===== config.mk =====
export PLATFORM = sky130hd
export DESIGN_NAME = led_frame_scheduler
export DESIGN_NICKNAME = d
export VERILOG_FILES = /design/src/rtl/led_frame_scheduler.sv
export SDC_FILE = /design/constraint.sdc
export NUM_CORES = 1
export LEC_CHECK = 0
export CAP_MARGIN = 20
export CORE_ASPECT_RATIO = 0.5
export CORE_UTILIZATION = 28
export DETAILED_ROUTE_END_ITERATION = 8
export SYNTH_ARGS = -nofsm -noshare
export SYNTH_HDL_FRONTEND = slang
export SYNTH_SLANG_ARGS = --single-unit

===== constraint.sdc =====
create_clock -name clk_in -period 4.2 [get_ports clk_in]
set_input_delay 0.42 -clock clk_in [delete_from_list [all_inputs] [get_ports clk_in]]
set_output_delay 0.42 -clock clk_in [all_outputs]
set_load 0.005 [all_outputs]

===== src/rtl/led_frame_scheduler.sv =====
// led_frame_scheduler: walks one LED frame through mapper, pixel RAM and serializer handshake, then latches
module led_frame_scheduler #(
  parameter int LED_NUM    = 64,
  parameter int RST_CYCLES = 2500,
  parameter int CNT_W      = 16
) (
  input  logic        clk_in,
  input  logic        rst_in,
  input  logic        start_in,
  output logic [5:0]  idx_out,
  output logic        idx_en_out,
  input  logic [5:0]  addr_in,
  output logic        ram_rd_en_out,
  output logic [5:0]  ram_rd_addr_out,
  input  logic [23:0] ram_data_in,
  output logic [23:0] pix_data_out,
  output logic        pix_valid_out,
  input  logic        pix_ready_in,
  output logic        latch_out,
  output logic        busy_out,
  output logic        done_out
);
  typedef enum logic [6:0] {
    IDLE  = 7'b0000001,
    FETCH = 7'b0000010,
    ADDR  = 7'b0000100,
    DATA  = 7'b0001000,
    SEND  = 7'b0010000,
    LATCH = 7'b0100000,
    DONE  = 7'b1000000
  } state_t;
  state_t state, state_nx;
  logic [5:0] cnt;
  logic [CNT_W-1:0] lat_cnt;
  logic last_led, last_lat;
  assign last_led = cnt == 6'(LED_NUM - 1);
  assign last_lat = lat_cnt == CNT_W'(RST_CYCLES - 1);
  // next-state decode
  always_comb begin
    state_nx = state;
    case (state)
      IDLE:    state_nx = start_in ? FETCH : IDLE;
      FETCH:   state_nx = ADDR;
      ADDR:    state_nx = DATA;
      DATA:    state_nx = SEND;
      SEND:    state_nx = !pix_ready_in ? SEND : last_led ? LATCH : FETCH;
      LATCH:   state_nx = last_lat ? DONE : LATCH;
      DONE:    state_nx = IDLE;
      default: state_nx = IDLE;
    endcase
  end
  // state, LED counter, latch counter and pixel holding register
  always_ff @(posedge clk_in) begin
    if (rst_in) begin
      state        <= IDLE;
      cnt          <= '0;
      lat_cnt      <= '0;
      pix_data_out <= '0;
    end else begin
      state   <= state_nx;
      cnt     <= (state == IDLE && start_in) ? '0 : (state == SEND && pix_ready_in && !last_led) ? cnt + 6'd1 : cnt;
      lat_cnt <= state == LATCH ? lat_cnt + CNT_W'(1) : '0;
      if (state == DATA) pix_data_out <= ram_data_in;
    end
  end
  assign idx_out         = cnt;
  assign idx_en_out      = state == FETCH;
  assign ram_rd_en_out   = state == ADDR;
  assign ram_rd_addr_out = ram_rd_en_out ? addr_in : '0;
  assign pix_valid_out   = state == SEND;
  assign latch_out       = state == LATCH;
  assign done_out        = state == DONE;
  assign busy_out        = state != IDLE;
endmodule


======== Word-level counts from Yosys, hierarchy flattened ========
Index checks and enable logic that the tools add are counted.
word-level totals
  flip-flop bits (word level) ............. 53
  bits in latches ......................... 0
  memory bits (writable) .................. 0
  memory bits (read-only) ................. 0
  input port bits ......................... 34
  memories ................................ 0
cells by class
  add/sub/neg operators ................... 2
  multiply operators ...................... 0
  div/mod/pow operators ................... 0
  $lt $le $gt $ge ......................... 0
  equal/unequal tests ..................... 10
  shift operators ......................... 0
  mux-type cells .......................... 6
  bitwise gates (word level) .............. 1
  reduce and logical (&&, ||, !) cells .... 6
operator list
  cell                     number
  $pmux W7 S6              1
  $mux W6                  3
  $add A16 B1 Y16 const B  1
  $eq A16 B12 Y1 const B   1
  $eq A7 B1 Y1 const B     1
  $eq A7 B2 Y1 const B     1
  $eq A7 B3 Y1 const B     1
  $eq A7 B4 Y1 const B     1
  $eq A7 B5 Y1 const B     1
  $eq A7 B6 Y1 const B     1
  $eq A7 B7 Y1 const B     1
  $mux W7                  1
  $ne A7 B1 Y1 const B     1
  $add A6 B1 Y6 const B    1
  $eq A6 B6 Y1 const B     1
  $reduce_or A2 Y1         2
  $logic_and A1 B1 Y1      3
  $mux W2                  1
  $logic_not A1 Y1         1
  $not A1 Y1               1

======== Depth between registers and ports, before layout ========
Gate-level depths: netlist (run 1).
  word-level depth ........................ 4
  depth in mapped cells ................... 6
  depth with buffers taken out ............ 5

======== Worst setup path before layout (run 1) ========
OpenSTA, ideal clock, no wires.
  path type ............................... flip-flop to output port
  start ................................... reg state[4]
  end ..................................... out ram_rd_addr_out[0]
  arrival time ............................ 1402 ps
  path slack .............................. 2378 ps
  stages on the path, launching flop included .. 5
  buffers on the path ..................... 0
  cells stage by stage .................... dfxtp_1 nor2_1 nand2_1 nor4b_1 and2_1
on the way
  cells in the longest elaborated chain, start to end .. 2
RTL lines
  item                    RTL line  text
  from (decl)             32        state_t state, state_nx;
  from (signal assigned)  60        state <= state_nx;
  $eq A7 B3 Y1            68        assign ram_rd_en_out = state == ADDR;
  net ram_rd_en_out       13        output logic ram_rd_en_out,
  $mux W6                 69        assign ram_rd_addr_out = ram_rd_en_out ? addr_in : '0;
  to (decl)               14        output logic [5:0] ram_rd_addr_out,
The timed path passes the listed nets, and every way through them passes these cells.

======== Worst setup path in the final report (run 1) ========
  start ................................... reg state[4]
  end ..................................... out ram_rd_addr_out[4]
on the way
  cells in the longest elaborated chain, start to end .. 2
RTL lines
  item          RTL line
  $eq A7 B3 Y1  68
  $mux W6       69
No other way between the ends.

==> impl_metrics.csv, run 1 <==
group,metric,value,unit
route,dr.first_iter.drc_count,56,
route,vias,2021,
place,port_buffers,75,
floorplan,fp.dieH,64.8,um
grt,grt_max_degree,29,
route,wirelength,5.18,mm
critical_path,worstSetupStartpointType,"flip-flop",
floorplan,initial_core_util,29.5,%
sta,min_period_over_period,67.9,%
route,post-route-drc-count,0,
sta,relSlewSlack,36.2,%
final_layout,nets,373,
min_path,hold_start,"lat_cnt[0]$_SDFF_PP0_",
critical_path,required,3.78,ns
sta,setup_viol,0,
sta,rsz0062_at_grt,"no",
yosys,synth.top_cell.area_share,48.1,%
yosys,ys_seq_elements,53,
place,place_hpwl,3.91,mm
floorplan,coreArea,7490,um^2
critical_path,crit_type,"flip-flop to output pin",
sta,tns,0,ns
sta,tightest_slew,0.954,ns
yosys,ys_seq_area_share,48.1,%
route,ant_nets,0,
place,place_congestion,0.756,
yosys,avgSynthCellArea,8.36,um^2
clock_network,cts_made_buffers,5,
critical_path,crit_arrival,2.43,ns
power_and_ir_drop,p_leak,1.06,nW
yosys,synth_area_leader_cell,"dfxtp_1",
sta,drv_slew,0,
sta,finalCriticalPeriod,2.85,ns
grt,grt_pass1_wl,8.65,mm
final_layout,drive_above_1_share,4.14,%
final_layout,finalNonFillerCells,446,
yosys,syn_nets,300,
clock_network,clock_latency,0.29,ns
critical_path,endpoint_kind,"output pin",
clock_network,post_cts_buffers,0,
yosys,netlist_area,2210,um^2
sta,clock_skew,0.00572,ns
route,wl_per_cell,11.6,um
run,drv_cap,0,
min_path,min_path_type,"flip-flop to flip-flop",
yosys,ys.flop_type,"dfxtp_1",
floorplan,ios,76,
clock_network,cts_tree,"done",
clock_network,cts_buffer_depth,2,
final_layout,syn2layout_area_growth,45.1,%
place,placed_cells,438,
clock_network,cts_sinks,53,
sta,max_freq,0.351,GHz
floorplan,dieArea,8260,um^2
power_and_ir_drop,ir_drop,0.171,mV
floorplan,row_count,22,
critical_path,r2r-start,"state[4]$_SDFF_PP0_",
yosys,synth.most_common_cell,"nand2_1",
power_and_ir_drop,p_per_area,317,nW/um^2
yosys,synth.area.top_cells,"dfxtp_1 (48%), nand2_1 (10%), a21oi_1 (6.6%)",
outcome,status,"complete, no violations",
clock_network,cts_resized,0,
sta,hold_violations,0,
yosys,async_flop_share,0,%
clock_network,clk_pin_slew,0.07,ns
final_layout,fillers,769,
yosys,synth.distinct_cells,35,
route,dr.pass1.iters,4,
critical_path,crit_fanout,8,
grt,grt_overflow,0,
route,viasPerCell,4.53,
clock_network,holdBufCountCts,0,
final_layout,antenna_cells,0,
grt,antenna_found_initial,0,
grt,grt_pass1_vias,2008,
clock_network,clockRootBuffer,"clkbuf_16",
critical_path,max_stage_delay,0.75,ns
critical_path,startpoint,"state[4]$_SDFF_PP0_",
yosys,synthTopCellsByCount,"nand2_1 (59), dfxtp_1 (53), a21oi_1 (29), nor2_1 (25), xnor2_1 (10)",
yosys,syn_inst,264,
critical_path,path_cells,"nor2_1, nand2_1, nor4b_1, and2_1, clkdlybuf4s50_1",
floorplan,die_w,128,um
critical_path,cp_slowest_cell,"nor4b_1",
yosys,yosys_warnings,0,
yosys,synth_edf_count,0,
clock_network,cts_max_level,2,
grt,grt_use_total,13.1,%
flip-flops by register name, summed over array words and instances (netlist names):
| name | flops |
|---|---|
| pix_data_out | 24 |
| lat_cnt | 16 |
| state | 7 |
| idx_out | 6 |
layout make-up:
cell class	instances	area (um^2)	share of cell area [%]
inverter	5	18.8	0.586
clock inverter	1	5.00	0.156
tap	108	135	4.22
multi-input combinational	196	1070	33.5
sequential	53	1060	33.1
clock buffer	7	153	4.77
timing repair buffer	76	758	23.7
stage by stage:
step	worst slack, ns	total power [mW]	hold WS [ns]	utilization [%]	cell area [um^2]
2_1_floorplan	2.38	0.556	0.412	-	2210
3_3_place_gp	1.77	0.604	0.424	40.7	3050
3_5_place_dp	1.66	0.604	0.436	40.7	3050
4_1_cts	1.33	1.04	0.445	42.8	3200
5_1_grt	1.12	1.06	0.465	42.8	3200
6_report	1.35	1.02	0.441	42.8	3200
cells by family after synthesis:
group                    Yosys count  share of synthesized area, %
AND/OR/NAND/NOR                  138                          31.2
AO/OA/AOI/OAI                     38                          9.13
XOR/XNOR                          18                          7.14
adder cells (fa/ha/maj)            2                          1.13
buffers and inverters             15                          3.34
flip-flops                        53                          48.1
worst paths after layout:
check / end / slack, ns / cells after the start
max: ram_rd_addr_out[4] / 1.35 / 5
min: lat_cnt[0]$_SDFF_PP0_ / 0.44 / 1
max reg2reg: pix_data_out[4]$_SDFFE_PP0N_ / 2.28 / 4
min reg2reg: lat_cnt[0]$_SDFF_PP0_ / 0.44 / 1
cells in the final DEF (no fill, tap or decap), types with 4 or more instances in the layout:
cell type	netlist	final
nand3_1	9	9
xor2_1	8	8
clkbuf_16	0	5
xnor2_1	10	10
a21oi_1	29	29
inv_1	5	5
and2_1	9	9
clkdlybuf4s50_1	0	75
and3_1	7	7
nand2_1	59	59
dfxtp_1	53	53
nor4b_1	4	4
o21ai_0	4	4
nor2_1	25	25
nor3_1	7	7
power breakdown:
group / internal (mW) / switching (mW) / total (mW)
combinational: 0.0477 / 0.0307 / 0.0784
clock: 0.252 / 0.171 / 0.423
sequential: 0.507 / 0.00768 / 0.514
total: 0.807 / 0.209 / 1.02
worst max-delay path: cells and delay by family, from the launching register on:
| kind | cells | cell delay [ns] |
|---|---|---|
| and+or+nand+nor | 4 | 1.25 |
| DFF | 1 | 0.37 |
| buffers and inverters | 1 | 0.51 |
layer usage:
| metal | global-route usage, % | vias to the layer above | part of all wire (%) |
|---|---|---|---|
| met5 | 0 | - | 0 |
| met4 | 4.46 | 0 | 1.2 |
| met3 | 3.72 | 7 | 4.1 |
| met2 | 24.2 | 36 | 48 |
| met1 | 14.7 | 947 | 47 |
| li1 | - | 1031 | - |
No activity file was read; power rests on OpenSTA's default activity.
==> run 2, diff against run 1 <==
Clock period 4.2 ns to 2.3 ns, I/O delays scaled along.
==> impl_metrics.csv, run 2 (same netlist as run 1, synthesis figures left out) <==
group,metric,value,unit
critical_path,required,2.07,ns
grt,grt_max_degree,26,
route,dr.first_iter.drc_count,42,
critical_path,worstSetupStartpointType,"flip-flop",
min_path,min_path_type,"flip-flop to flip-flop",
clock_network,cts_sinks,53,
clock_network,cts_max_level,2,
place,port_buffers,75,
route,viasPerCell,4.46,
clock_network,cts_buffer_depth,2,
clock_network,clockRootBuffer,"clkbuf_16",
floorplan,row_count,22,
final_layout,layout.cells.most_common_list,"clkdlybuf4s50_1 (75), nand2_1 (58), dfxtp_1 (51)",
sta,clock_skew,0.00449,ns
critical_path,crit_type,"flip-flop to output pin",
final_layout,layout_commonest_cell,"clkdlybuf4s50_1",
route,post-route-drc-count,0,
grt,grt_use_total,13.3,%
floorplan,fp.dieH,64.8,um
critical_path,endpoint_kind,"output pin",
place,place_congestion,0.764,
final_layout,reg_top3,"pix_data_out: 24 flops, lat_cnt: 16 flops, state: 7 flops",
min_path,worstHoldPathCells,1,
final_layout,syn2layout_area_growth,48.4,%
floorplan,die_w,128,um
sta,finalWorstSetupSlack,0.133,ns
floorplan,initial_core_util,29.5,%
grt,grt_pass1_wl,8.82,mm
critical_path,regToRegSetupSlack,0.62,ns
clock_network,cts_tree,"done",
critical_path,crit_arrival,1.94,ns
critical_path,r2r-end,"state[6]$_SDFF_PP0_",
run,drv_cap,0,
sta,min_period_over_period,94.2,%
final_layout,largest_reg_flops,24,
critical_path,r2r-start,"state[1]$_SDFF_PP0_",
sta,setup_viol,0,
power_and_ir_drop,p_per_area,590,nW/um^2
sta,tightest_slew,0.463,ns
grt,grt_overflow,0,
min_path,hold_start,"lat_cnt[0]$_SDFF_PP0_",
sta,max_freq,0.461,GHz
floorplan,ios,76,
clock_network,holdBufCountCts,0,
final_layout,design_area,3270,um^2
route,vias,2005,
route,dr.pass1.iters,4,
route,wl_per_cell,11.8,um
critical_path,crit_fanout,6,
grt,antenna_found_initial,0,
clock_network,cts_made_buffers,5,
sta,drv_slew,0,
grt,grt_pass1_vias,1904,
sta,finalCriticalPeriod,2.17,ns
sta,tns,0,ns
final_layout,largest-register,"pix_data_out",
final_layout,antenna_cells,0,
final_layout,nets,377,
floorplan,dieArea,8260,um^2
clock_network,clock_latency,0.29,ns
min_path,holdPathEnd,"lat_cnt[0]$_SDFF_PP0_",
critical_path,r2r_cells,6,
floorplan,coreArea,7490,um^2
sta,hold_violations,0,
sta,relSlewSlack,68.7,%
final_layout,drive_above_1_share,6.73,%
power_and_ir_drop,ir_drop,0.279,mV
outcome,status,"complete, no violations",
clock_network,clk_pin_slew,0.07,ns
place,dp_slack,0.364,ns
route,wirelength,5.30,mm
place,placed_area,3070,um^2
power_and_ir_drop,p_leak,1.09,nW
place,place_hpwl,4.02,mm
route,ant_nets,0,
## run 2: cell count changes in the layout (fill, tap and decap cells not counted), sizes merged
cell and change:
buf +4, bufinv +1, clkbuf -1
## run 2: layout make-up
type,count,area [um^2]
multi-input cells,196,1100
inverters,5,18.8
clock inverters,2,38.8
repair buffers,80,788
well taps,108,135
fillers,773,4210
flip-flops and latches,53,1060
clock buffers,6,129
## run 2: how the worst max path moves through the flow
stage / startpoint / end
6_report: state[1]$_SDFF_PP0_ / latch_out
5_1_grt: state[4]$_SDFF_PP0_ / ram_rd_addr_out[5]
4_1_cts: state[3]$_SDFF_PP0_ / ram_rd_addr_out[0]
3_5_place_dp: state[2]$_SDFF_PP0_ / latch_out
3_3_place_gp: state[3]$_SDFF_PP0_ / ram_rd_addr_out[3]
2_1_floorplan: state[4]$_SDFF_PP0_ / ram_rd_addr_out[0]
## run 2: power breakdown
| part | leakage [nW] | internal [mW] | switching (mW) | total, mW |
|---|---|---|---|---|
| clock | 0.0810 | 0.516 | 0.328 | 0.844 |
| combinational | 0.578 | 0.0884 | 0.0583 | 0.147 |
| sequential | 0.428 | 0.925 | 0.0175 | 0.942 |
| total | 1.09 | 1.53 | 0.403 | 1.93 |
## run 2: layer usage
| metal | share of wire (%) | routed length (um) | GRT usage [%] |
|---|---|---|---|
| met1 | 47 | 2480 | 16.2 |
| met2 | 49 | 2620 | 23.6 |
| met3 | 3.5 | 188 | 3.30 |
| met4 | 0.43 | 23 | 3.57 |
| met5 | 0 | 0 | 0 |
## run 2: metrics by stage
step	hold slack [ns]	std cells	utilization (%)	total power, mW
2_1_floorplan	0.332	264	-	1.02
3_3_place_gp	0.432	441	41.0	1.10
3_5_place_dp	0.433	441	41.0	1.11
4_1_cts	0.446	449	43.2	1.96
5_1_grt	0.467	450	43.7	2.02
6_report	0.441	450	43.7	1.93
## run 2: what timing repair did
item | in CTS | in global routing
setup endpoints to repair | 0 | 10
gates resized for setup | 0 | 8
buffers inserted | 0 | 1
## run 2: worst max-delay path, stage by stage, from the launching register on
cell	delay [ns]
dfxtp_1	0.39
nor3_4	0.27
nand2_1	0.18
nor3b_4	0.26
clkdlybuf4s50_1	0.54
